==> src/rtl/tape_pkg.sv <==
// Shared mode codes and FSM state encoding for the tape loader.
package tape_pkg;

    localparam logic [1:0] MODE_LOAD  = 2'b00;
    localparam logic [1:0] MODE_CLEAR = 2'b01;
    localparam logic [1:0] MODE_DUMP  = 2'b10;

    typedef enum logic [2:0] {
        IDLE,
        LOAD,
        CLEAR,
        DUMP,
        DONE
    } state_e;

endpackage

==> src/rtl/rise_detect.sv <==
// Rising-edge detector: a held level produces exactly one single-cycle pulse.
module rise_detect (
    input  logic clk,
    input  logic reset,
    input  logic in,
    output logic out
);

    logic prev_q;

    always_ff @(posedge clk) begin
        if (!reset) prev_q <= 1'b0;
        else        prev_q <= in;
    end

    assign out = in & ~prev_q;

endmodule

==> src/rtl/tape_loader.sv <==
// Front-panel controller that loads, clears or reads back the Turing-machine tape RAM.
// Every output comes straight from a register; the comb block only computes next state.
module tape_loader
    import tape_pkg::*;
#(
    parameter int                 DATA_W = 8,
    parameter int                 ADDR_W = 7,
    parameter int                 DEPTH  = 128,
    parameter logic [DATA_W-1:0]  BLANK  = '0
) (
    input  logic              clk,
    input  logic              reset,
    input  logic              dugme,
    input  logic              posalji,
    input  logic [1:0]        mode,
    input  logic [DATA_W-1:0] din,
    input  logic [DATA_W-1:0] mem_q,
    output logic [DATA_W-1:0] dout,
    output logic [ADDR_W-1:0] adresa,
    output logic              wren,
    output logic [DATA_W-1:0] rd_data,
    output logic              rd_valid,
    output logic              busy,
    output logic              done
);

    localparam logic [ADDR_W-1:0] LAST = ADDR_W'(DEPTH - 1);

    state_e            state_q, state_d;
    logic [ADDR_W-1:0] adresa_q, adresa_d;
    logic [DATA_W-1:0] dout_q, dout_d;
    logic [DATA_W-1:0] rd_data_q, rd_data_d;
    logic              wren_q, wren_d;
    logic              rd_valid_q, rd_valid_d;
    logic              busy_q, busy_d;
    logic              done_q, done_d;
    logic              step;

    rise_detect u_step (
        .clk   (clk),
        .reset (reset),
        .in    (posalji),
        .out   (step)
    );

    always_ff @(posedge clk) begin
        if (!reset) begin
            state_q    <= IDLE;
            adresa_q   <= '0;
            dout_q     <= '0;
            rd_data_q  <= '0;
            wren_q     <= 1'b0;
            rd_valid_q <= 1'b0;
            busy_q     <= 1'b0;
            done_q     <= 1'b0;
        end else begin
            state_q    <= state_d;
            adresa_q   <= adresa_d;
            dout_q     <= dout_d;
            rd_data_q  <= rd_data_d;
            wren_q     <= wren_d;
            rd_valid_q <= rd_valid_d;
            busy_q     <= busy_d;
            done_q     <= done_d;
        end
    end

    always_comb begin
        // NOTE: every next-state signal gets a default here so no path can infer a latch.
        state_d    = state_q;
        adresa_d   = adresa_q;
        dout_d     = dout_q;
        rd_data_d  = rd_data_q;
        wren_d     = 1'b0;
        rd_valid_d = 1'b0;
        busy_d     = busy_q;
        done_d     = done_q;

        unique case (state_q)
            IDLE: begin
                adresa_d = '0;
                busy_d   = 1'b0;
                done_d   = 1'b0;
                if (dugme) begin
                    case (mode)
                        MODE_LOAD:  begin state_d = LOAD; busy_d = 1'b1; end
                        MODE_CLEAR: begin
                            state_d = CLEAR;
                            busy_d  = 1'b1;
                            wren_d  = 1'b1;
                            dout_d  = BLANK;
                        end
                        MODE_DUMP:  begin state_d = DUMP; busy_d = 1'b1; end
                        default:    ;
                    endcase
                end
            end

            // A write occupies one cycle; the address advances on the cycle after it.
            LOAD: begin
                if (!dugme) begin
                    state_d = IDLE; adresa_d = '0; busy_d = 1'b0; done_d = 1'b0;
                end else if (wren_q) begin
                    if (adresa_q == LAST) begin
                        state_d = DONE; busy_d = 1'b0; done_d = 1'b1;
                    end else begin
                        adresa_d = adresa_q + ADDR_W'(1);
                    end
                end else if (step) begin
                    wren_d = 1'b1;
                    dout_d = din;
                end
            end

            CLEAR: begin
                if (!dugme) begin
                    state_d = IDLE; adresa_d = '0; busy_d = 1'b0; done_d = 1'b0;
                end else if (adresa_q == LAST) begin
                    state_d = DONE; busy_d = 1'b0; done_d = 1'b1;
                end else begin
                    adresa_d = adresa_q + ADDR_W'(1);
                    wren_d   = 1'b1;
                    dout_d   = BLANK;
                end
            end

            DUMP: begin
                if (!dugme) begin
                    state_d = IDLE; adresa_d = '0; busy_d = 1'b0; done_d = 1'b0;
                end else if (step) begin
                    rd_data_d  = mem_q;
                    rd_valid_d = 1'b1;
                    if (adresa_q == LAST) begin
                        state_d = DONE; busy_d = 1'b0; done_d = 1'b1;
                    end else begin
                        adresa_d = adresa_q + ADDR_W'(1);
                    end
                end
            end

            DONE: begin
                busy_d = 1'b0;
                done_d = 1'b1;
                if (!dugme) begin
                    state_d = IDLE; adresa_d = '0; done_d = 1'b0;
                end
            end

            default: begin
                state_d = IDLE; adresa_d = '0; busy_d = 1'b0; done_d = 1'b0;
            end
        endcase
    end

    assign dout     = dout_q;
    assign adresa   = adresa_q;
    assign wren     = wren_q;
    assign rd_data  = rd_data_q;
    assign rd_valid = rd_valid_q;
    assign busy     = busy_q;
    assign done     = done_q;

endmodule

==> config.mk <==
export PLATFORM = sky130hd
export DESIGN_NAME = tape_loader
export DESIGN_NICKNAME = d
export VERILOG_FILES = /design/src/rtl/tape_pkg.sv /design/src/rtl/rise_detect.sv /design/src/rtl/tape_loader.sv
export SDC_FILE = /design/constraint.sdc
export NUM_CORES = 1
export LEC_CHECK = 0
export ABC_AREA = 0
export ABC_CLOCK_PERIOD_IN_PS = 1500
export CAP_MARGIN = 20
export CORE_MARGIN = 8
export CORE_UTILIZATION = 41
export CTS_CLUSTER_SIZE = 25
export DETAILED_ROUTE_END_ITERATION = 10
export GPL_TIMING_DRIVEN = 0
export PLACE_DENSITY = 0.79
export SYNTH_ARGS = -nofsm -noshare
export SYNTH_HDL_FRONTEND = slang
export SYNTH_SLANG_ARGS = --single-unit
export TNS_END_PERCENT = 1
==> constraint.sdc <==
create_clock -name clk -period 1.5 [get_ports clk]
set_clock_uncertainty 0.05 [all_clocks]
set_input_delay 0.3 -clock clk [delete_from_list [all_inputs] [get_ports clk]]
set_output_delay 0.3 -clock clk [all_outputs]
set_load 0.01 [all_outputs]
======== Word level (Yosys, flattened, before mapping) ========
Cells that the tools add are included.
word-level totals
  memories ................................ 0
  bits of input ports ..................... 22
  memory bits (read-only) ................. 0
  logic and storage cells ................. 91
  bits in registers ....................... 31
  memory bits (writable) .................. 0
  output and inout port bits .............. 27
  latch bits .............................. 0
operators by class
  eq/ne operators ......................... 18
  shift-type cells ........................ 0
  magnitude comparators ................... 0
  bitwise gates (word level) .............. 2
  $mul .................................... 0
  divide/modulo/power cells ............... 0
  muxes and demuxes ....................... 51
  reductions and logical operators ........ 10
  add/sub/neg operators ................... 1
operators by type and width
  cell                   count
  $mux W8                7
  $mux W7                7
  $pmux W7 S4            1
  $mux W3                8
  $pmux W8 S3            1
  $mux W1                22
  $pmux W3 S5            1
  $ne A2 B2 Y1 const B   7
  $pmux W3 S3            1
  $reduce_and A3 Y1      3
  $pmux W1 S4            2
  $reduce_and A8 Y1      1
  $add A7 B1 Y7 const B  1
  $eq A7 B7 Y1 const B   1
  $eq A3 B2 Y1 const B   2
  $ne A3 B3 Y1 const B   2
  $reduce_and A5 Y1      1
  $ne A4 B1 Y1 const B   1
  $eq A3 B1 Y1 const B   1
  $eq A3 B3 Y1 const B   1
  $logic_not A3 Y1       1
  $pmux W1 S3            1
  $reduce_bool A3 Y1     1
  $reduce_or A3 Y1       1
  7 further kinds        7

======== Longest topological paths before layout ========
Gate-level depths: netlist of the first run.
  word-level depth ........................ 6
  gate-level depth with buffers ........... 7
  mapped depth without buffers ............ 6

======== Modules after synthesis ========
From an unflattened synthesis of the first run, not the netlist that was laid out.
unflattened totals
  cells, all modules ...................... 168
  area, all modules ....................... 1566.5 um^2
by module, submodules not included
  module       instances  cells an instance  area an instance (um^2)
  tape_loader  1          165                1526.5
  rise_detect  1          3                  40.0

======== Worst setup path after synthesis of the first run ========
No wires, ideal clock.
  kind .................................... register -> register
  start ................................... register adresa_q[0], in the netlist adresa[0]
  end ..................................... register adresa_q[0], in the netlist adresa[0]
  arrival ................................. 1.551 ns
  setup time .............................. 0.063 ns
  setup slack ............................. -0.164 ns
  buffers on the path ..................... 0
  stages on the path, launching flop included .. 7
  period minus slack after synthesis ...... 1.664 ns
  required time ........................... 1.387 ns
  cell sequence ........................... dfxtp_1 > ha_1 > nand4_1 > o2bb2ai_1 > a41oi_2 > mux2_2 > nor2_2
on the way
  longest elaborated chain between the ends .. 5
RTL lines
  item                                                  line                                                        source
  start: declaration                                    tape_loader.sv:30                                           logic [ADDR_W-1:0] adresa_q, adresa_d;
  start signal: assignment                              tape_loader.sv:58                                           adresa_q <= adresa_d;
  $add A7 B1 Y7 / $eq A7 B7 Y1 (equally long branches)  --
  $mux W7 *                                             tape_loader.sv:104, tape_loader.sv:118, tape_loader.sv:133
  $mux W7 (on tied branches)                            tape_loader.sv:130, tape_loader.sv:103
  $mux W7 (on tied branches)                            tape_loader.sv:128, tape_loader.sv:101
  $pmux W7 S4 *                                         tape_loader.sv:79                                           unique case (state_q)
Every way passes the cells marked *; elsewhere a longest branch is shown, timed or not. The select of a mux whose other input is x is not followed.
A chain may end at the register's enable or synchronous reset.

======== Worst setup path in the final report of the first run ========
Same ends and word-level chain as after synthesis.

==> results of run 1 <==
-- path summary, 6_finish.rpt --
path / from / end / slack [ns] / cells past startpoint
hold / removal: reset / adresa[1] / 0.40 / 3
setup reg to reg: adresa[0] / adresa[0] / -0.12 / 6
setup / recovery: adresa[0] / adresa[0] / -0.12 / 6
hold reg to reg: dout[3] / dout[3] / 0.41 / 2
-- power groups by stage --
| stage | Clock (mW) | Combinational, mW | Sequential, mW |
|---|---|---|---|
| 6_report | 0.663 | 0.923 | 0.944 |
| 4_1_cts | 0.693 | 0.897 | 0.930 |
| 2_1_floorplan | 0 | 0.612 | 0.956 |
| 3_5_place_dp | 0 | 0.865 | 0.948 |
| 5_1_grt | 0.722 | 1.01 | 0.953 |
| 3_3_place_gp | 0 | 0.862 | 0.945 |
-- stage by stage --
step | hold slack [ns] | worst slack, ns | total power [mW] | util
floorplan | 0.372 | -0.0245 | 1.57 | -
global placement | 0.394 | -0.558 | 1.81 | 0.578
detailed placement | 0.404 | -0.553 | 1.81 | 0.578
CTS | 0.400 | -0.107 | 2.52 | 0.606
global route | 0.416 | -0.195 | 2.68 | 0.613
finish | 0.401 | -0.119 | 2.53 | 0.613
-- flip-flops by register name, summed over array words and instances, names as in the netlist --
name / flops
busy: 1
wren: 1
rd_valid: 1
rd_data: 8
dout: 8
done: 1
adresa: 7
state_q: 3
u_step.prev_q: 1
-- repair_timing --
action                                 CTS  global route
endpoints found under the hold margin    0             0
pin swaps                                7             1
setup endpoints to repair               52            26
resized for setup                       44             9
-- Yosys cell counts, types with 2 or more instances --
library cell | instances | area share
o21ai_1 | 2 | 0.0065
nand4_1 | 3 | 0.012
inv_1 | 6 | 0.015
and3_1 | 2 | 0.0081
o31ai_1 | 2 | 0.0097
nor2_2 | 2 | 0.0081
mux2i_1 | 18 | 0.12
nor2_1 | 16 | 0.039
nand3_1 | 5 | 0.016
clkbuf_1 | 2 | 0.0049
dfxtp_1 | 31 | 0.40
nor3_1 | 6 | 0.019
o21ai_0 | 3 | 0.0097
nand2_1 | 25 | 0.061
nand3b_1 | 2 | 0.0097
ha_1 | 6 | 0.049
nand3b_2 | 2 | 0.015
a31oi_1 | 2 | 0.0081
a21oi_1 | 7 | 0.023
-- cell type report --
type	instances	area [um2]
plain buffers	6	57.6
well taps	48	60.1
clock inverters	1	5.00
inverters	6	22.5
repair buffers	47	433
multi-input cells	125	931
flip-flops and latches	31	636
fillers	347	1410
clock buffers	6	82.6
-- worst register-to-register path, cell delays in order (launching register included) --
cell,delay (ns)
dfxtp_4,0.37
ha_4,0.16
nand4_1,0.17
o31ai_2,0.33
a41oi_4,0.10
mux2_4,0.31
nor2_2,0.07
-- cell families (layout without fill, tap and decap cells) --
group | after synthesis | in the layout | synth area share
buffers and inverters | 12 | 66 | 0.0429
DFF | 31 | 31 | 0.402
and+or+nand+nor | 75 | 75 | 0.255
muxes | 19 | 19 | 0.124
AOI/OAI and AO/OA | 25 | 25 | 0.128
adders and majority gates | 6 | 6 | 0.0486
-- layout by cell type (no fill, tap or decap), drive strengths merged --
cell type       n
and2            1
mux2            1
nand4bb         1
o31ai           3
and4            1
a211oi          1
nand2b          3
nor3            7
o2bb2ai         1
o211ai          2
buf             3
dlygate4sd2    30
nand3           5
ha              6
a311oi          2
inv             6
a41oi           1
o211a           1
clkdlybuf4s15   1
dlymetal6s2s    1
a21oi           7
or2             1
mux2i          18
o21ai           5
nor2           19
a31oi           2
nand2          26
clkinv          1
nand3b          4
nand4           3
clkbuf          8
and3            3
clkdlybuf4s50  16
dfxtp          31
nor3b           1
-- layer usage --
metal  global-route usage  part of all wire  vias to the layer above
met5                    0                 0                        -
li1                     -                 -                      700
met1                0.140              0.42                      650
met2                0.216              0.50                       34
met3               0.0553             0.066                        5
met4               0.0623             0.013                        0
==> results.cfg, run 1 <==
[timing]
setup_viol = 14
rsz0062_at_grt = yes
worst_pin_slew_ns = 0.491
fin_tns_setup_ns = -0.574
slew_viol_final = 0
max_slew_margin = 0.671
hold_viol = 0
timing.final.crit_share = 1.08
layout_setup_ws_ns = -0.119
period_needed_ns = 1.62
timing.fmax_mhz = 618

[routing]
num_vias = 1389
ant_nets = 0
drcViolationCount = 0
viasPerCell = 5.14
drt_wl_total_um = 3870
firstDrtPassIters = 4
routedWlPerCell_um = 14.3
drt-initial-drc-count = 60

[final_layout]
final_cells = 270
antenna_cells = 0
area_growth_pct = 44.1
layout.nets = 250
final_cell_area_um2 = 2230
layout-drive-gt1-share = 0.176

[place]
routabilityCongestion = 0.806
portBuffers = 47
dp.cells = 263
placed_area_um2 = 2100
dp_hpwl_um = 2850

[floorplan]
core_um2 = 3630
io_pins = 49
die_x_um = 77.4
core.rowCount = 22
die_h_um = 77.4
die-area_um2 = 5990
initial_core_util = 0.425

[worst_setup_path]
cpPeakStageDelay_ns = 0.37
cp_slowest_cell = dfxtp_4
end_kind = flip-flop
crit_fanout = 7
cp-start-kind = flip-flop
crit_chain = ha_4 -> nand4_1 -> o31ai_2 -> a41oi_4 -> mux2_4 -> nor2_2
cp.buffers_inverters = 0
path_class = flip-flop to flip-flop
crit_family = compound AO/OA/AOI/OAI gates
critPathRequiredTime_ns = 1.67
cp.arrival_ns = 1.79

[pwr]
p_leak_nw = 0.998
p_clk_frac = 0.262
ir_worst_vdd_mv = 0.624
p_sw_mw = 0.855
switching_share = 0.338
p_per_area_nw_per_um2 = 1140
p_int_mw = 1.67
combPwrFrac = 0.365
seq_power_share = 0.373

[synthesis]
ys_seq_elements = 31
synth-seq-area-share = 0.402
synth_area_um2 = 1550
syn_nets = 196
yosys_warnings = 0
synth-main-ff-cell = dfxtp_1
synth_edf_count = 0
async_flop_share = 0
syn_inst = 168
avgSynthCellArea_um2 = 9.20
synth_cell_type_count = 45

[clock_tree]
cts_sinks = 31
clk_latency_ns = 0.28
root_buffer = clkbuf_8
cts_tree = built
htree_levels = 2
cts_buffers = 5
clockBufferDepth = 2
cts_hold_buf = 0
cts.reportedPaths.clkPinSlew_ns = 0.06
cts_setup_buffers = 0

[job]
maxCapViolCount = 0

[global_route]
overflow = 0
grt_pass1_vias = 1410
grt_pass1_wl_um = 6420
grt.total_usage = 0.130
antenna_found_initial = 0
grt_max_degree = 11

[outcome]
violations = negative setup slack
status = finished, violations left

[hold_path]
hold_path.class = input port to flip-flop
(Power assumes the default switching activity.)
==> run 2: changes to the inputs <==
CAP_MARGIN = 30   (was 20)
==> results of run 2 <==
Same layout as run 1: the final DEF is identical, and so are final timing and power.
==> run 3: changes to the inputs <==
SETUP_SLACK_MARGIN = 0.02   (was unset)
==> run 3 against run 2 <==
Compared with the run above: the flow still finishes with violations (negative setup slack); clock power about the same; largest power group unchanged; count of clock-buffer cells in the layout unchanged; worst setup slack improved by 0.010 ns; power increased by 0.35%; maximum frequency increased by 0.64%; final cell count unchanged; highest routed layer unchanged; largest cell class unchanged.
==> results.cfg, run 3 (synthesis gave the netlist of run 1 again) <==
[final_layout]
layout.nets = 250
layout-drive-gt1-share = 0.176
layout_commonest_cell = dlygate4sd2_1
final_core_util = 0.614
antenna_cells = 0
fill_cells = 347
area_growth_pct = 44.4
final_cells = 270
final_cell_mix = dlygate4sd2_1, nand2_1, dfxtp_1, mux2i_1, clkdlybuf4s50_1
final_cell_area_um2 = 2230

[worst_setup_path]
reg2regPathDepth = 6
path_class = flip-flop to flip-flop
cp.arrival_ns = 1.78
crit_chain = ha_4 -> nand4_1 -> o31ai_2 -> a41oi_4 -> mux2_4 -> nor2_2
cp_slowest_cell = dfxtp_4
r2r_start = adresa[0]
critPathRequiredTime_ns = 1.67
cpPeakStageDelay_ns = 0.37
crit_fanout = 7
crit_start = adresa[0]
cp-start-kind = flip-flop
end_kind = flip-flop
rrSetupSlack_ns = -0.11
reg2reg_to = adresa[0]

[global_route]
antenna_found_initial = 0
grt_pass1_vias = 1408
overflow = 0
grt.total_usage = 0.130
grt_max_degree = 11
grt_pass1_wl_um = 6400

[routing]
drt_wl_total_um = 3870
num_vias = 1394
viasPerCell = 5.16
drcViolationCount = 0
ant_nets = 0
firstDrtPassIters = 4
drt-initial-drc-count = 64
routedWlPerCell_um = 14.3

[clock_tree]
cts_buffers = 5
clk_latency_ns = 0.28
cts.reportedPaths.clkPinSlew_ns = 0.06
htree_levels = 2
clockBufferDepth = 2
root_buffer = clkbuf_8
cts_sinks = 31
cts_setup_buffers = 0
cts_hold_buf = 0
cts_tree = built

[pwr]
p_leak_nw = 0.999
p_per_area_nw_per_um2 = 1140
ir_worst_vdd_mv = 0.624
finalPower_mw = 2.54

[floorplan]
initial_core_util = 0.425
io_pins = 49
core.rowCount = 22
die_h_um = 77.4
die_x_um = 77.4
core_um2 = 3630
die-area_um2 = 5990

[timing]
period_needed_ns = 1.61
fin_tns_setup_ns = -0.505
fin_hold_ws_ns = 0.401
rsz0062_at_grt = yes
hold_viol = 0
slew_viol_final = 0
worst_pin_slew_ns = 0.495
layout_setup_ws_ns = -0.109
timing.final.crit_share = 1.07
setup_viol = 14
max_slew_margin = 0.668
timing.fmax_mhz = 622

[hold_path]
holdPathStages = 3
hold_path.class = input port to flip-flop
min_to = adresa[1]
hp-start = reset

[place]
dp_hpwl_um = 2850
post-place-ws_ns = -0.553
dp.cells = 263
portBuffers = 47
placed_area_um2 = 2100
routabilityCongestion = 0.806

[job]
maxCapViolCount = 0

[outcome]
violations = negative setup slack
status = finished, violations left
## run 3: power by group
part           leakage, nW  internal [mW]  total [mW]  switching [mW]
clock               0.0470          0.359       0.662           0.303
sequential           0.254          0.893       0.944          0.0513
combinational        0.697          0.431       0.933           0.502
## run 3: area by class of cell
cell class                      instances  area [um2]  area share
Sequential cell                        31         636       0.285
Clock inverter                          1        5.00     0.00224
Tap cell                               48        60.1      0.0269
Multi-Input combinational cell        125         935       0.419
Timing Repair Buffer                   47         433       0.194
Inverter                                6        22.5      0.0101
Clock buffer                            6        82.6      0.0370
Buffer                                  6        57.6      0.0258
## run 3: worst max-delay path, delay by kind of cell, from the launching register on
kind	cells	cell delay, ns
AO/OA/AOI/OAI	2	0.42
flip-flops	1	0.37
multiplexers	1	0.30
AND/OR/NAND/NOR	2	0.24
adder cells (fa/ha/maj)	1	0.16
## run 3: worst max path at each step
stage / to / slack [ns] / cells after the start
floorplan: adresa[0] / -0.02 / 6
global placement: adresa[0] / -0.56 / 6
detailed placement: adresa[0] / -0.55 / 6
CTS: adresa[0] / -0.11 / 6
global route: adresa[0] / -0.20 / 6
finish: adresa[0] / -0.11 / 6
## run 3: what timing repair did
item | 4_1_cts | 5_1_grt
setup endpoints to repair | 52 | 26
gates cloned | 0 | 0
pin swaps | 9 | 1
gates resized for setup | 45 | 9
## run 3: per-layer routing
layer	share of wire	vias up	routed length, um	GRT usage
li1	-	701	-	-
met1	0.42	656	1610	0.140
met2	0.50	32	1940	0.216
met3	0.067	5	261	0.0553
met4	0.013	0	52	0.0623
met5	0	-	0	0
